### config.mk
export PLATFORM = sky130hd
export DESIGN_NAME = store_data_packer_flat
export DESIGN_NICKNAME = d
export VERILOG_FILES = /design/src/rtl/store_data_packer_pkg.sv /design/src/rtl/store_data_packer_if.sv /design/src/rtl/store_data_packer_lane_pack.sv /design/src/rtl/store_data_packer.sv /design/src/flat_wrapper.sv
export SDC_FILE = /design/constraint.sdc
export NUM_CORES = 1
export LEC_CHECK = 0
export ABC_AREA = 1
export CAP_MARGIN = 20
export CELL_PAD_IN_SITES_DETAIL_PLACEMENT = 2
export CELL_PAD_IN_SITES_GLOBAL_PLACEMENT = 2
export CORE_MARGIN = 2
export CORE_UTILIZATION = 29
export DETAILED_ROUTE_END_ITERATION = 10
export PLACE_DENSITY_LB_ADDON = 0.25
export SYNTH_ARGS = -nofsm -noshare
export SYNTH_HDL_FRONTEND = slang
export SYNTH_SLANG_ARGS = --single-unit
### constraint.sdc
create_clock -name CLK -period 1.5 [get_ports CLK]
set_input_delay 0.225 -clock CLK [delete_from_list [all_inputs] [get_ports CLK]]
set_output_delay 0.225 -clock CLK [all_outputs]
set_load 0.05 [all_outputs]
### src/rtl/store_data_packer_pkg.sv
// store_pkg: shared size encodings, lane constants and the packed store entry
// used by store_data_packer and store_lane_pack.
package store_pkg;

  localparam int unsigned ST_ADDR_MAX = 32;  // widest supported byte address
  localparam int unsigned NUM_LANES   = 4;   // byte lanes per 32-bit word
  localparam int unsigned LANE_W      = 8;

  typedef enum logic [1:0] {
    SZ_BYTE = 2'b00,
    SZ_HALF = 2'b01,
    SZ_WORD = 2'b10,
    SZ_RSVD = 2'b11
  } st_size_e;

  localparam logic [NUM_LANES-1:0] BE_NONE = 4'b0000;

  // One already-packed store, as held in the output and skid registers.
  typedef struct packed {
    logic [ST_ADDR_MAX-1:0]                   addr;
    logic [NUM_LANES-1:0][LANE_W-1:0]         wdata;
    logic [NUM_LANES-1:0]                     be;
    logic                                     misalign;
  } st_entry_t;

endpackage

### src/rtl/store_data_packer_if.sv
// Store request / packed-store handshake bundle between EX/MEM and data memory.
interface store_data_packer_if #(
  parameter int unsigned ADDR_W = 32
);
  logic              in_valid;
  logic              in_ready;
  logic [ADDR_W-1:0] in_addr;
  logic [31:0]       in_data;
  logic [1:0]        in_size;
  logic              out_valid;
  logic              out_ready;
  logic [ADDR_W-1:0] out_addr;
  logic [31:0]       out_wdata;
  logic [3:0]        out_be;
  logic              out_misalign;

  // Pipeline side driving requests and sinking packed stores.
  modport master (
    output in_valid, in_addr, in_data, in_size, out_ready,
    input  in_ready, out_valid, out_addr, out_wdata, out_be, out_misalign
  );

  // Packer side.
  modport slave (
    input  in_valid, in_addr, in_data, in_size, out_ready,
    output in_ready, out_valid, out_addr, out_wdata, out_be, out_misalign
  );
endinterface

### src/rtl/store_data_packer_lane_pack.sv
// store_lane_pack: combinational store narrowing. Replicates the source data
// across byte lanes, builds byte enables and flags misaligned/reserved stores.
module store_lane_pack
  import store_pkg::*;
#(
  parameter int unsigned ADDR_W = 32
) (
  input  logic [ADDR_W-1:0] addr_i,
  input  logic [31:0]       data_i,
  input  logic [1:0]        size_i,
  output st_entry_t         ent_o
);

  logic [1:0]           a;
  st_size_e             sz;
  logic [NUM_LANES-1:0] be_raw;
  logic                 mis;

  assign a  = addr_i[1:0];
  assign sz = st_size_e'(size_i);

  // Per-lane enables for byte and half stores; word enables every lane.
  for (genvar l = 0; l < NUM_LANES; l++) begin : g_lane
    always_comb begin
      be_raw[l] = 1'b0;
      case (sz)
        SZ_BYTE: be_raw[l] = (a == 2'(l));
        SZ_HALF: be_raw[l] = (a[1] == l[1]);
        SZ_WORD: be_raw[l] = 1'b1;
        default: be_raw[l] = 1'b0;
      endcase
    end
  end

  // Alignment check: reserved size is always treated as misaligned.
  always_comb begin
    mis = 1'b0;
    case (sz)
      SZ_BYTE: mis = 1'b0;
      SZ_HALF: mis = a[0];
      SZ_WORD: mis = (a != 2'b00);
      default: mis = 1'b1;
    endcase
  end

  // Assemble the entry; a misaligned store keeps its data but writes no lane.
  always_comb begin
    ent_o          = '0;
    ent_o.addr     = ST_ADDR_MAX'({addr_i[ADDR_W-1:2], 2'b00});
    ent_o.misalign = mis;
    ent_o.be       = mis ? BE_NONE : be_raw;
    case (sz)
      SZ_BYTE: ent_o.wdata = {4{data_i[7:0]}};
      SZ_HALF: ent_o.wdata = {2{data_i[15:0]}};
      default: ent_o.wdata = data_i;
    endcase
  end

endmodule

### src/rtl/store_data_packer.sv
// store_data_packer: registered MEM-stage store packer with a 1-entry skid
// buffer. Optional saturating misalignment counter: STORE_PACKER_ERRCNT_EN.
module store_data_packer
  import store_pkg::*;
#(
  parameter int unsigned ADDR_W   = 32,
  parameter int unsigned ERRCNT_W = 16
) (
  input  logic                 CLK,
  input  logic                 Reset_L,
  store_data_packer_if.slave   bus
`ifdef STORE_PACKER_ERRCNT_EN
  ,
  output logic [ERRCNT_W-1:0]  err_count
`endif
);

  st_entry_t in_ent;
  st_entry_t or_q, or_d;
  st_entry_t sk_q, sk_d;
  logic      or_vld_q, or_vld_d;
  logic      sk_vld_q, sk_vld_d;
  logic      acc, xfer;

  store_lane_pack #(.ADDR_W(ADDR_W)) u_pack (
    .addr_i (bus.in_addr),
    .data_i (bus.in_data),
    .size_i (bus.in_size),
    .ent_o  (in_ent)
  );

  // in_ready comes straight from the skid valid flop, so it is registered.
  assign bus.in_ready     = ~sk_vld_q;
  assign acc              = bus.in_valid & ~sk_vld_q;
  assign xfer             = or_vld_q & bus.out_ready;

  assign bus.out_valid    = or_vld_q;
  assign bus.out_addr     = or_q.addr[ADDR_W-1:0];
  assign bus.out_wdata    = or_q.wdata;
  assign bus.out_be       = or_q.be;
  assign bus.out_misalign = or_q.misalign;

  // Next state of output/skid registers; skid drains before new requests.
  always_comb begin
    or_d     = or_q;
    sk_d     = sk_q;
    or_vld_d = or_vld_q;
    sk_vld_d = sk_vld_q;
    if (sk_vld_q) begin
      if (xfer) begin
        or_d     = sk_q;
        sk_vld_d = 1'b0;
      end
    end else if (acc) begin
      if (!or_vld_q || xfer) begin
        or_d     = in_ent;
        or_vld_d = 1'b1;
      end else begin
        sk_d     = in_ent;
        sk_vld_d = 1'b1;
      end
    end else if (xfer) begin
      or_vld_d = 1'b0;
    end
  end

  // Storage registers; reset discards both entries.
  always_ff @(posedge CLK or negedge Reset_L) begin
    if (!Reset_L) begin
      or_q     <= '0;
      sk_q     <= '0;
      or_vld_q <= 1'b0;
      sk_vld_q <= 1'b0;
    end else begin
      or_q     <= or_d;
      sk_q     <= sk_d;
      or_vld_q <= or_vld_d;
      sk_vld_q <= sk_vld_d;
    end
  end

`ifdef STORE_PACKER_ERRCNT_EN
  logic [ERRCNT_W-1:0] errcnt_q, errcnt_d;

  // Count accepted misaligned requests, holding at all-ones.
  always_comb begin
    errcnt_d = errcnt_q;
    if (acc && in_ent.misalign && (errcnt_q != '1))
      errcnt_d = errcnt_q + 1'b1;
  end

  // Misalignment counter register.
  always_ff @(posedge CLK or negedge Reset_L) begin
    if (!Reset_L) errcnt_q <= '0;
    else          errcnt_q <= errcnt_d;
  end

  assign err_count = errcnt_q;
`endif

endmodule

### src/flat_wrapper.sv
// flat-port wrapper written by rule: the top's interface ports become plain ports
module store_data_packer_flat import store_pkg::*;
#(
  parameter int unsigned ADDR_W   = 32,
  parameter int unsigned ERRCNT_W = 16
)
  (CLK, Reset_L, bus_in_valid, bus_in_addr, bus_in_data, bus_in_size, bus_out_ready, bus_in_ready, bus_out_valid, bus_out_addr, bus_out_wdata, bus_out_be, bus_out_misalign);
  store_data_packer_if #(.ADDR_W(ADDR_W)) bus_i ();
  input  logic CLK;
  input  logic Reset_L;
  input wire logic [$bits(bus_i.in_valid)-1:0] bus_in_valid;
  input wire logic [$bits(bus_i.in_addr)-1:0] bus_in_addr;
  input wire logic [$bits(bus_i.in_data)-1:0] bus_in_data;
  input wire logic [$bits(bus_i.in_size)-1:0] bus_in_size;
  input wire logic [$bits(bus_i.out_ready)-1:0] bus_out_ready;
  output wire logic [$bits(bus_i.in_ready)-1:0] bus_in_ready;
  output wire logic [$bits(bus_i.out_valid)-1:0] bus_out_valid;
  output wire logic [$bits(bus_i.out_addr)-1:0] bus_out_addr;
  output wire logic [$bits(bus_i.out_wdata)-1:0] bus_out_wdata;
  output wire logic [$bits(bus_i.out_be)-1:0] bus_out_be;
  output wire logic [$bits(bus_i.out_misalign)-1:0] bus_out_misalign;
  assign bus_i.in_valid = bus_in_valid;
  assign bus_i.in_addr = bus_in_addr;
  assign bus_i.in_data = bus_in_data;
  assign bus_i.in_size = bus_in_size;
  assign bus_i.out_ready = bus_out_ready;
  assign bus_in_ready = bus_i.in_ready;
  assign bus_out_valid = bus_i.out_valid;
  assign bus_out_addr = bus_i.out_addr;
  assign bus_out_wdata = bus_i.out_wdata;
  assign bus_out_be = bus_i.out_be;
  assign bus_out_misalign = bus_i.out_misalign;
  store_data_packer #(.ADDR_W(ADDR_W), .ERRCNT_W(ERRCNT_W)) u_core (.CLK(CLK), .Reset_L(Reset_L), .bus(bus_i));
endmodule
# After elaboration in Yosys (flattened, before gate mapping)
# Index checks and enable logic that the tools add are counted.
[classes] n_reduce_logical=11 n_mul=0 n_addsub=0 shift=0 n_eq_ne=7 muxes=18 bitwise_logic=5 order_cmp=0 div_mod_pow=0
[op_table] cell="69-bit 2-to-1 mux" n=4
[op_table] cell="32-bit case mux with 2 select lines" n=1
[op_table] cell="1-bit case mux with 3 select lines" n=5
[op_table] cell="3-bit AND reduction" n=3
[op_table] cell="2-bit nonzero test" n=4
[op_table] cell="1-bit 2-to-1 mux" n=7
[op_table] cell="2-bit equality test, second input constant" n=3
[op_table] cell="2-bit by 1-bit equality test with 1-bit output, second input constant" n=2
[op_table] cell="2-bit logical NOT" n=2
[op_table] cell="4-bit 2-to-1 mux" n=1
[op_table] cell="2-bit inequality test, second input constant" n=2
[op_table] cell="1-bit NOT" n=3
[op_table] cell="1-bit AND" n=2
[op_table] cell="1-bit logical NOT" n=1
[op_table] cell="1-bit logical OR" n=1
[word_totals] ram_bits=0 out_inout_bits=71 latch_bits=0 wordCells=57 inputBits=70 rom_bits=0 mem_count=0 ff_bits=138

# Depth between registers and ports, before layout
[depth] depth_word=6 mapped_depth=9 mapped_depth_nobuf=8

# By module
# From an unflattened synthesis, not the netlist that was laid out.
[hier_totals] cells_unflattened=978 hier_area_um2=7110.6
[modules_own_cells] mod="store_data_packer" seq_area_each_um2=3503.4 instances=1 cells_each=834 area_each_um2=6371.1
[modules_own_cells] mod="store_lane_pack" seq_area_each_um2=0.0 instances=1 cells_each=144 area_each_um2=739.5

# Least setup slack after synthesis
# Ideal clock, no wire load.
[synth_timing] path_kind="reg2reg" startpoint="register u_core.or_vld_q, in the netlist u_core.bus.out_valid" endpoint="register u_core.sk_q[14] (netlist bit)" stages_incl_launch_ff=10 setup_time_ns=0.116 slack_ns=-0.109 arrival_ns=1.493 path_buffers=2 period_less_slack_ns=1.609 required_ns=1.384 cell_sequence="dfrtp_1 > inv_1 > nor2_1 > inv_2 > nor2_8 > inv_2 > buf_2 > buf_6 > nand2_1 > nand2_1"
[synth_via] elab_chain_len=4 word_cells_on_any_way=5 cone_classes="bitwise: 2; reduce/logical: 3"
[synth_rtl] element="start: declaration" line="store_data_packer.sv:21" rtl="logic or_vld_q, or_vld_d;"
[synth_rtl] element="start signal: assignment" line="store_data_packer.sv:77" rtl="or_vld_q <= or_vld_d;"
[synth_rtl] element="1-bit AND or 1-bit logical NOT (tied branches)" line="store_data_packer.sv:35, store_data_packer.sv:55"
[synth_rtl] element="1-bit logical OR (*)" line="store_data_packer.sv:55" rtl="if (!or_vld_q || xfer) begin"
[synth_rtl] element="1-bit NOT (no source line) (*)"
[synth_rtl] element="3-bit AND reduction (no source line) (*)"
[synth_rtl] element="end signal: assignment" line="store_data_packer.sv:76" rtl="sk_q <= sk_d;"
[synth_rtl] element="end: declaration" line="store_data_packer.sv:20" rtl="st_entry_t sk_q, sk_d;"
# Every way passes the cells marked *; elsewhere a longest branch is shown, timed or not.
# A chain may end at the register's enable or synchronous reset.

# Worst setup path after layout
[layout_timing] startpoint="register u_core.sk_vld_q" endpoint="output port bus_in_ready"
[layout_via] elab_chain_len=1
[layout_rtl] element="start: declaration" line="store_data_packer.sv:22" rtl="logic sk_vld_q, sk_vld_d;"
[layout_rtl] element="start signal: assignment" line="store_data_packer.sv:78" rtl="sk_vld_q <= sk_vld_d;"
[layout_rtl] element="1-bit NOT (no source line)"
[layout_rtl] element="end: declaration" line="flat_wrapper.sv:16" rtl="output wire logic [$bits(bus_i.in_ready)-1:0] bus_in_ready;"
# Every way passes these cells.

==> results.md <==
* Outcome: completed
* Worst Path Arrival at between 1 and 1.5 ns
* Largest area contributor in the netlist: dfrtp_1
* Fin crit period at 1.47 ns
* WL final at 24200 um
* Max-Cap Viols at 0
* Die X at 150 um
* Post-synth top area share at 54.8%
* Post-route setup slack at 0.0263 ns
* Warnings, synthesis at 0
* PortBufs at around 140
* Die area at between 20000 and 25000 um2
* Slew Viols, Final at 0
* Post-DRT Antenna Nets at 0
* Pwr/cell area at about 2500 nW/um2
* Top FF cell, synth: dfrtp_1
* Top post-synthesis cells by area: dfrtp_1 (55%), nand2_1 (21%), o21ai_0 (5.0%)
* CP required at 1.27 ns
* Seq/Total Area, Yosys at 54.8%
* Tot Pwr at 23.3 mW
* Initial antenna violation count at 1
* CTS H-tree lvls at 4
* # IOs at 141
* Post-synth EDFFs at 0
* Via Count at 6019
* DR WL/cell at 19.7 um
* Antenna Cells at 0
* GRT Resource Usage Total at 21.6%
* Worst Hold Class: input pin to asynchronous set/reset pin
* Nets at 1009
* Share of cells above drive strength 1 at 18.9%
* Clock buffer depth at 2
* Starting Density at 29.5%
* Placed Cells at 1183
* Final setup viols at 0
* Cell Area, Synth at 6210 um2
* Part of the cycle the worst path needs at 98.2%
* Asr flop ratio synth at 100%
* Clock tree sinks at 136
* DRT iter0 DRCs at 215
* Vias in the first global route at just under 7000
* First-pass GRT wire length at 37400 um
* # rows at 53
* Final Core Density at 44.2%
* Critical Path Sink Type: output port
* Worst-path clk slew at 0.06 ns
* Vias per cell at 4.91
* Most frequent cell after synthesis: nand2_1
* Overflow after GRT at 0
* Post-synthesis register bit count at between 100 and 150
* Num CTS Buffers at 17
* Core Region at 21000 um2
* Largest net degree at the start of global routing at 56
* RSZ-0062 raised after global routing: yes
* Worst skew pair latency at between 0.4 and 0.5 ns
* P&R area growth vs syn at 49.6%
* Pre-CTS setup slack at -0.615 ns
* Routability cong. at 0.796
* Max Clock Freq at 679 MHz
* Fin cells at 1227
* Synthesized instance count at 768
* Die Span Y at 150 um
* Router iterations before antenna repair at 4
* Hold violation total from the final report at 0
* Top cells by count, synth: nand2_1 (345), dfrtp_1 (136), o21ai_0 (62)
* Clock skew at 0.00977 ns
* Detailed Place HPWL at approximately 16000 um
* Critical path type: register to output port
* Critical Path Fanout Max at 5
* Avg Inst Size Synth at 8.09 um2
* Leak at 4.77 nW
* Clk root buf: clkbuf_16
* DRC errors left at 0
* Worst vdd ir at around 1.0 mV
* # fillers at 2271
* CTS tree: built
* Min Hold Slack at between 0.2 and 0.3 ns
* Critical Path Start Type: register
* Yosys cell types at 23
## metrics by stage
| stage | setup TNS [ns] | instance area [um2] |
|---|---|---|
| finish | 0 | 9290 |
| global route | -0.0356 | 9290 |
| CTS | -0.0120 | 9170 |
| detailed placement | -28.16 | 8350 |
| global placement | -20.64 | 8350 |
| floorplan | 0 | 6220 |
## power breakdown
part	switching [mW]	internal (mW)	leakage (nW)	total [mW]
combinational	7.11	4.35	2.75	11.5
clock	1.76	3.31	0.340	5.07
sequential	1.32	5.43	1.68	6.76
total	10.2	13.1	4.77	23.3
## cells in the final DEF, fill, tap and decap left out, types with 20 or more instances in the layout
cell / netlist / final
buf_12: 0 / 36
buf_4: 6 / 83
clkbuf_16: 0 / 20
clkdlybuf4s50_1: 0 / 68
dfrtp_1: 136 / 134
inv_1: 50 / 49
nand2_1: 345 / 344
nor2_1: 38 / 36
o211ai_1: 40 / 40
o21ai_0: 62 / 57
## final cells by class
type / count / area (um2) / share of cell area (%)
repair buffers: 197 / 2230 / 24.0
clock inverters: 14 / 268 / 2.88
well taps: 275 / 344 / 3.70
clock buffers: 18 / 429 / 4.62
inverters: 54 / 215 / 2.32
multi-input cells: 533 / 2400 / 25.8
flip-flops and latches: 136 / 3410 / 36.7
## path summary, 6_finish.rpt
check                                       startpoint                                   end  slack [ns]  cells past startpoint
max in group asynchronous                      Reset_L           u_core.sk_q[58]$_DFFE_PN0P_        0.55                      3
setup reg to reg             u_core.sk_vld_q$_DFF_PN0_  u_core.bus.out_wdata[27]$_DFFE_PN0P_        0.09                      8
min in group CLK                       bus_in_addr[10]           u_core.sk_q[47]$_DFFE_PN0P_        0.38                      3
setup / recovery             u_core.sk_vld_q$_DFF_PN0_                          bus_in_ready        0.03                      3
hold reg to reg            u_core.sk_q[26]$_DFFE_PN0P_           u_core.sk_q[26]$_DFFE_PN0P_        0.48                      2
hold / removal                                 Reset_L      u_core.bus.out_be[3]$_DFFE_PN0P_        0.29                      2
## cell families (layout without fill, tap and decap cells)
kind of cell    count (synthesis)  in the layout  synth area share, %
compound gates                127            127                 12.7
simple gates                  404            404                 25.2
other cells                     1              2               0.0604
flops                         136            136                 54.8
buf+inv                       100            283                 7.21
## flip-flops by register name, indices dropped and copies added (netlist names)
register                 cells
u_core.bus.out_addr         30
u_core.bus.out_wdata        32
u_core.sk_q                 67
u_core.sk_vld_q              1
u_core.bus.out_be            4
u_core.bus.out_valid         1
u_core.bus.out_misalign      1
## critical path, stage by stage, from the launching register on
cell and delay (ns):
dfrtp_2 0.41, clkinv_4 0.10, buf_16 0.16, buf_12 0.15
## layer usage
metal / track usage, % / vias to the layer above / routed length (um)
met5: 0 / - / 11
met3: 4.33 / 39 / 849
met1: 25.9 / 3089 / 10100
li1: - / 2774 / -
met2: 39.3 / 115 / 12800
met4: 6.13 / 2 / 427
## timing repair
action                                  in CTS  in global routing
endpoints found under the setup margin      24                 84
gates resized for setup                      8                 15
buffers inserted                             4                  3
endpoints found under the hold margin       40                  0
hold buffers                                 1                  0
gates cloned                                 2                  3
pin swaps                                    0                  1
Note: power is estimated with default switching activity, not from simulation.
